File: config.mk
export PLATFORM = sky130hd
export DESIGN_NAME = midi_msg_parser
export DESIGN_NICKNAME = d
export VERILOG_FILES = /design/src/rtl/midi_msg_parser.sv
export SDC_FILE = /design/constraint.sdc
export NUM_CORES = 1
export LEC_CHECK = 0
export BUFFER_PORTS_ARGS = -buffer_cell sky130_fd_sc_hd__buf_2
export CAP_MARGIN = 15
export CORE_MARGIN = 3
export CORE_UTILIZATION = 41
export DETAILED_ROUTE_END_ITERATION = 8
export PLACE_DENSITY_LB_ADDON = 0.12
export SYNTH_ARGS = -nofsm -noshare
export SYNTH_HDL_FRONTEND = slang
export SYNTH_SLANG_ARGS = --single-unit
File: constraint.sdc
create_clock -name CLK -period 1.3 [get_ports CLK]
set_input_delay 0.13 -clock CLK [delete_from_list [all_inputs] [get_ports CLK]]
set_output_delay 0.13 -clock CLK [all_outputs]
set_load 0.1 [all_outputs]
File: src/rtl/midi_msg_parser.sv
// midi_msg_parser
//   Decodes a MIDI byte stream into note-on / note-off messages and holds the
//   most recent one in a single-entry output register with a valid/ready
//   handshake. Running status, real-time bytes and system messages are handled
//   in the parser; only note messages (status types 0x8 and 0x9) reach the
//   outputs.
//
// Ports
//   CLK        in   system clock, all state on posedge
//   RESET      in   synchronous active-low reset
//   BYTE_IN    in   [7:0] received byte
//   BYTE_VALID in   one-cycle strobe qualifying BYTE_IN
//   MSG_READY  in   consumer accepts the held message
//   CHAN_SEL   in   [3:0] channel filter (only with MIDI_MSG_PARSER_CHAN_FILTER_EN)
//   MSG_VALID  out  a decoded note message is held
//   NOTE_ON    out  1 = note-on, 0 = note-off (incl. note-on with velocity 0)
//   CHANNEL    out  [3:0] channel of the message
//   NOTE       out  [6:0] note number
//   VELOCITY   out  [6:0] velocity
//   OVERRUN    out  sticky: a completed note message was dropped
//
// Build option
//   MIDI_MSG_PARSER_CHAN_FILTER_EN: adds CHAN_SEL; note messages on other
//   channels are parsed but neither emitted nor counted as overruns.

module midi_msg_parser (
  input  logic       CLK,
  input  logic       RESET,
  input  logic [7:0] BYTE_IN,
  input  logic       BYTE_VALID,
  input  logic       MSG_READY,
`ifdef MIDI_MSG_PARSER_CHAN_FILTER_EN
  input  logic [3:0] CHAN_SEL,
`endif
  output logic       MSG_VALID,
  output logic       NOTE_ON,
  output logic [3:0] CHANNEL,
  output logic [6:0] NOTE,
  output logic [6:0] VELOCITY,
  output logic       OVERRUN
);

  localparam logic [1:0] StIdle   = 2'd0;
  localparam logic [1:0] StWaitD1 = 2'd1;
  localparam logic [1:0] StWaitD2 = 2'd2;
  localparam logic [1:0] StSkip   = 2'd3;

  // Parser state
  logic [1:0] state_q, state_d;
  logic       rs_valid_q, rs_valid_d;
  logic [3:0] rs_type_q, rs_type_d;
  logic [3:0] rs_chan_q, rs_chan_d;
  logic [6:0] data1_q, data1_d;

  // Output register
  logic       msg_valid_q, msg_valid_d;
  logic       note_on_q, note_on_d;
  logic [3:0] channel_q, channel_d;
  logic [6:0] note_q, note_d;
  logic [6:0] velocity_q, velocity_d;
  logic       overrun_q, overrun_d;

  logic is_rt;
  logic one_byte;
  logic complete;
  logic is_note;
  logic chan_ok;
  logic emit;
  logic handshake;

  assign is_rt    = (BYTE_IN[7:3] == 5'b11111);
  assign one_byte = (rs_type_q == 4'hC) || (rs_type_q == 4'hD);
  assign is_note  = (rs_type_q == 4'h8) || (rs_type_q == 4'h9);

`ifdef MIDI_MSG_PARSER_CHAN_FILTER_EN
  assign chan_ok = (rs_chan_q == CHAN_SEL);
`else
  assign chan_ok = 1'b1;
`endif

  // Byte classification and message assembly
  always_comb begin
    state_d    = state_q;
    rs_valid_d = rs_valid_q;
    rs_type_d  = rs_type_q;
    rs_chan_d  = rs_chan_q;
    data1_d    = data1_q;
    complete   = 1'b0;

    if (BYTE_VALID && !is_rt) begin
      if (BYTE_IN[7]) begin
        // Any status byte aborts a partial message
        if (BYTE_IN[7:4] != 4'hF) begin
          rs_valid_d = 1'b1;
          rs_type_d  = BYTE_IN[7:4];
          rs_chan_d  = BYTE_IN[3:0];
          state_d    = StWaitD1;
        end else begin
          rs_valid_d = 1'b0;
          rs_type_d  = 4'h0;
          rs_chan_d  = 4'h0;
          state_d    = StSkip;
        end
      end else begin
        case (state_q)
          // IDLE with running status behaves exactly like WAIT_D1
          StIdle, StWaitD1: begin
            if (rs_valid_q) begin
              if (one_byte) begin
                complete = 1'b1;
                state_d  = StIdle;
              end else begin
                data1_d = BYTE_IN[6:0];
                state_d = StWaitD2;
              end
            end
          end
          StWaitD2: begin
            complete = 1'b1;
            state_d  = StIdle;
          end
          default: ; // SKIP: data discarded
        endcase
      end
    end
  end

  // Only two-byte note messages reach the outputs; in that case the
  // completing byte is always data byte 2.
  assign emit      = complete && is_note && chan_ok;
  assign handshake = msg_valid_q && MSG_READY;

  always_comb begin
    msg_valid_d = msg_valid_q;
    note_on_d   = note_on_q;
    channel_d   = channel_q;
    note_d      = note_q;
    velocity_d  = velocity_q;
    overrun_d   = overrun_q;

    if (emit) begin
      if (!msg_valid_q || MSG_READY) begin
        msg_valid_d = 1'b1;
        note_on_d   = (rs_type_q == 4'h9) && (BYTE_IN[6:0] != 7'd0);
        channel_d   = rs_chan_q;
        note_d      = data1_q;
        velocity_d  = BYTE_IN[6:0];
      end else begin
        overrun_d = 1'b1;
      end
    end else if (handshake) begin
      msg_valid_d = 1'b0;
    end
  end

  always_ff @(posedge CLK) begin
    if (!RESET) begin
      state_q     <= StIdle;
      rs_valid_q  <= 1'b0;
      rs_type_q   <= 4'h0;
      rs_chan_q   <= 4'h0;
      data1_q     <= 7'd0;
      msg_valid_q <= 1'b0;
      note_on_q   <= 1'b0;
      channel_q   <= 4'h0;
      note_q      <= 7'd0;
      velocity_q  <= 7'd0;
      overrun_q   <= 1'b0;
    end else begin
      state_q     <= state_d;
      rs_valid_q  <= rs_valid_d;
      rs_type_q   <= rs_type_d;
      rs_chan_q   <= rs_chan_d;
      data1_q     <= data1_d;
      msg_valid_q <= msg_valid_d;
      note_on_q   <= note_on_d;
      channel_q   <= channel_d;
      note_q      <= note_d;
      velocity_q  <= velocity_d;
      overrun_q   <= overrun_d;
    end
  end

  assign MSG_VALID = msg_valid_q;
  assign NOTE_ON   = note_on_q;
  assign CHANNEL   = channel_q;
  assign NOTE      = note_q;
  assign VELOCITY  = velocity_q;
  assign OVERRUN   = overrun_q;

endmodule

==> reports/qor.csv <==
metric,value,unit
port_buffers,32,
sw_frac_of_total,23.06,%
nature_of_the_critical_path_startpoint,flop,
num-nets-final,202,
wire_length_of_the_first_global_routing_pass,4968,um
drt_pre_antenna_iters,4,
wirelength,3245,um
synthDominantCellAreaShare,48.45,%
slew_headroom,65.46,%
cp.buffers_inverters,1,
clock_tree.htree_level_count,2,
cp_data_required_time,1470,ps
dominant_synthesized_flop_cell,sky130_fd_sc_hd__dfxtp_1,
seq_power_share,57.0,%
final.setup.worst_slack,41.30,ps
synth_area,1570,sq um
power.share.clock,34.8,%
finish.cell_count_without_fillers,236,
avgSynthCellArea,10.40,sq um
fmax,794.5,MHz
ys_top_cells_by_area,"sky130_fd_sc_hd__dfxtp_1 48%, sky130_fd_sc_hd__mux2i_1 16%, sky130_fd_sc_hd__nor2b_1 10%",
floorplan.initialDensity,44.60,%
synth_async_sr_flop_share,0,%
crit_path_end_kind,flop,
area_after_detailed_placement,1794,sq um
post_route_cells_drive_above_1_share,31.05,%
vias_per_cell,5.114,
synth_seq_cells,38,
antenna_cells_inserted,0,
synth.yosys.seq_area_share,48.45,%
critPathMaxStageDelay,310,ps
p_per_area,1092,nW/um^2
initial_antenna_violation_count,0,
power.ir.vdd_worst,637.7,uV
rsz0062_at_grt,true,
routed-via-count,1207,
internal-power,1620,uW
maxCapViolations,0,
final_antenna_net_count,0,
die_x,67.89,um
syn_inst,151,
synth_largest_area_cell,sky130_fd_sc_hd__dfxtp_1,
outcome,completed,
final_hold_vio_count,0,
grt_pass1_vias,1034,
yosys.cell_types.count,31,
synth_enable_flop_cells,0,
syn-num-nets,163,
grt_overall_usage,14.51,%
setup-violations-final,0,
most_common_cell_in_the_synthesized_netlist,sky130_fd_sc_hd__dfxtp_1,
tritoncts_clock_tree,yes,
critical_path_arrival,1430,ps
static-leakage-power,0.0009217,uW
fp-row-count,21,
skew,4.158,ps
first_iter_violations,82,
period_needed,1259,ps
slew_viol_final,0,
place_inst,227,
worst_skew_pair.late_latency,280,ps
synth-warning-count,0,
clock_sink_count,38,
postCtsHoldBufs,0,
grt_start_max_net_pins,39,
power.net_switching,485.4,uW
drc,0,
tritoncts.num_buffers,5,
critical_path_class,reg2reg,
path_cells,"and2b_2, nand4_4, buf_12, mux2i_1, nor2b_1",
clockRootBuffer,sky130_fd_sc_hd__clkbuf_8,
pin_count,33,
global_route.overflow_total,0,
routabilityCongestion,0.8215,
gate_family_responsible_for_the_most_delay_along_the_worst_path,simple AND/OR/NAND/NOR gates,
clock_path_buffers,2,
die_height,67.89,um
min_path_type,in2reg,
worst-slew-pin-transition,518.0,ps
setup-tns-final,0,ps
synth_commonest_cells,"38 x sky130_fd_sc_hd__dfxtp_1, 26 x sky130_fd_sc_hd__nor2b_1, 25 x sky130_fd_sc_hd__mux2i_1, 10 x sky130_fd_sc_hd__a21boi_0, 10 x sky130_fd_sc_hd__nand2_1",
crit_slowest_cell,sky130_fd_sc_hd__dfxtp_2,
detail_route.wl_per_cell,13.75,um
cts.clk_slew.worst_paths,70,ps
p_comb_share,8.3,%
fin_crit_sh,96.82,%
standard_cell_core_area,3521,sq um
syn_to_final_growth,22.79,%
timing.critical_path.fanout_max,10,
die-area,4608,sq um
final_cell_area,1928,sq um
dp_slack,-57.39,ps
[area by class of cell]
cell class              instances  area (sq um)
clock buffers                   5         68.82
clock inverters                 2         10.01
fillers                       337          1593
inverters                       1         3.754
multi-input cells             104         783.3
flip-flops and latches         38         770.7
well taps                      46         57.56
repair buffers                 40         234.0
[repair_timing]
action,in CTS,in global routing
setup buffers,0,1
gates resized for setup,2,11
setup endpoints to repair,7,19
cloned,0,1
[layer usage]
layer  wire (um)  vias to the layer above  GRT usage (%)
li1            -                      609              -
met1        1498                      567          18.97
met2        1571                       29          22.24
met3         165                        2          4.433
met4          10                        0          5.955
met5           0                        -              0
[cells in the final DEF, fill, tap and decap left out, types with 2 or more instances in the layout]
cell type	count
sky130_fd_sc_hd__nand2b_1	2
sky130_fd_sc_hd__nand3_1	4
sky130_fd_sc_hd__clkinv_2	2
sky130_fd_sc_hd__mux2i_1	25
sky130_fd_sc_hd__dfxtp_2	5
sky130_fd_sc_hd__a21boi_0	10
sky130_fd_sc_hd__nor2b_1	25
sky130_fd_sc_hd__buf_4	5
sky130_fd_sc_hd__buf_2	33
sky130_fd_sc_hd__nor2b_2	2
sky130_fd_sc_hd__nand4_1	8
sky130_fd_sc_hd__nand2_1	10
sky130_fd_sc_hd__clkbuf_8	5
sky130_fd_sc_hd__o21ai_0	2
sky130_fd_sc_hd__dfxtp_1	32
[sequential cells by signal, indices dropped and copies added (netlist names)]
register / count
CHANNEL: 4
MSG_VALID: 1
NOTE: 7
NOTE_ON: 1
OVERRUN: 1
VELOCITY: 7
data1_q: 7
rs_chan_q: 4
rs_type_q: 3
rs_valid_q: 1
state_q: 2
[power by group through the flow]
| stage | Combinational (uW) | Sequential [uW] | Clock [uW] |
|---|---|---|---|
| floorplan | 95.1 | 1230 | 0 |
| global placement | 159 | 1220 | 0 |
| detailed placement | 163 | 1220 | 0 |
| CTS | 167 | 1200 | 764 |
| global route | 188 | 1200 | 816 |
| finish | 174 | 1200 | 733 |
[worst paths after layout]
path	from	end	slack, ps	cells after the start
worst min register to register	rs_chan_q[2]	rs_chan_q[2]	470	2
worst max register to register	state_q[0]	VELOCITY[3]	40	5
worst min-delay path	BYTE_IN[2]	data1_q[2]	180	3
worst max-delay path	state_q[0]	VELOCITY[3]	40	5
[tightest hold or removal path: cells and delay by family]
family	cells	cell delay (ps)
simple gates	1	100
buf+inv	1	120
mux	1	70
[per-stage QoR]
stage | total power, uW | utilization (%) | hold WS [ps]
4_1_cts | 2127 | 53.48 | 167.7
2_1_floorplan | 1324 | - | 290.8
3_5_place_dp | 1387 | 50.96 | 455.3
6_report | 2105 | 54.76 | 179.4
3_3_place_gp | 1381 | 50.96 | 442.4
5_1_grt | 2206 | 54.76 | 175.4
[cells by family after synthesis]
| group | synth area share [%] |
|---|---|
| AO/OA/AOI/OAI | 9.085 |
| buffers and inverters | 2.948 |
| flip-flops | 48.45 |
| multiplexers | 15.94 |
| AND/OR/NAND/NOR | 23.59 |
No activity file was read; power rests on OpenSTA's default activity.
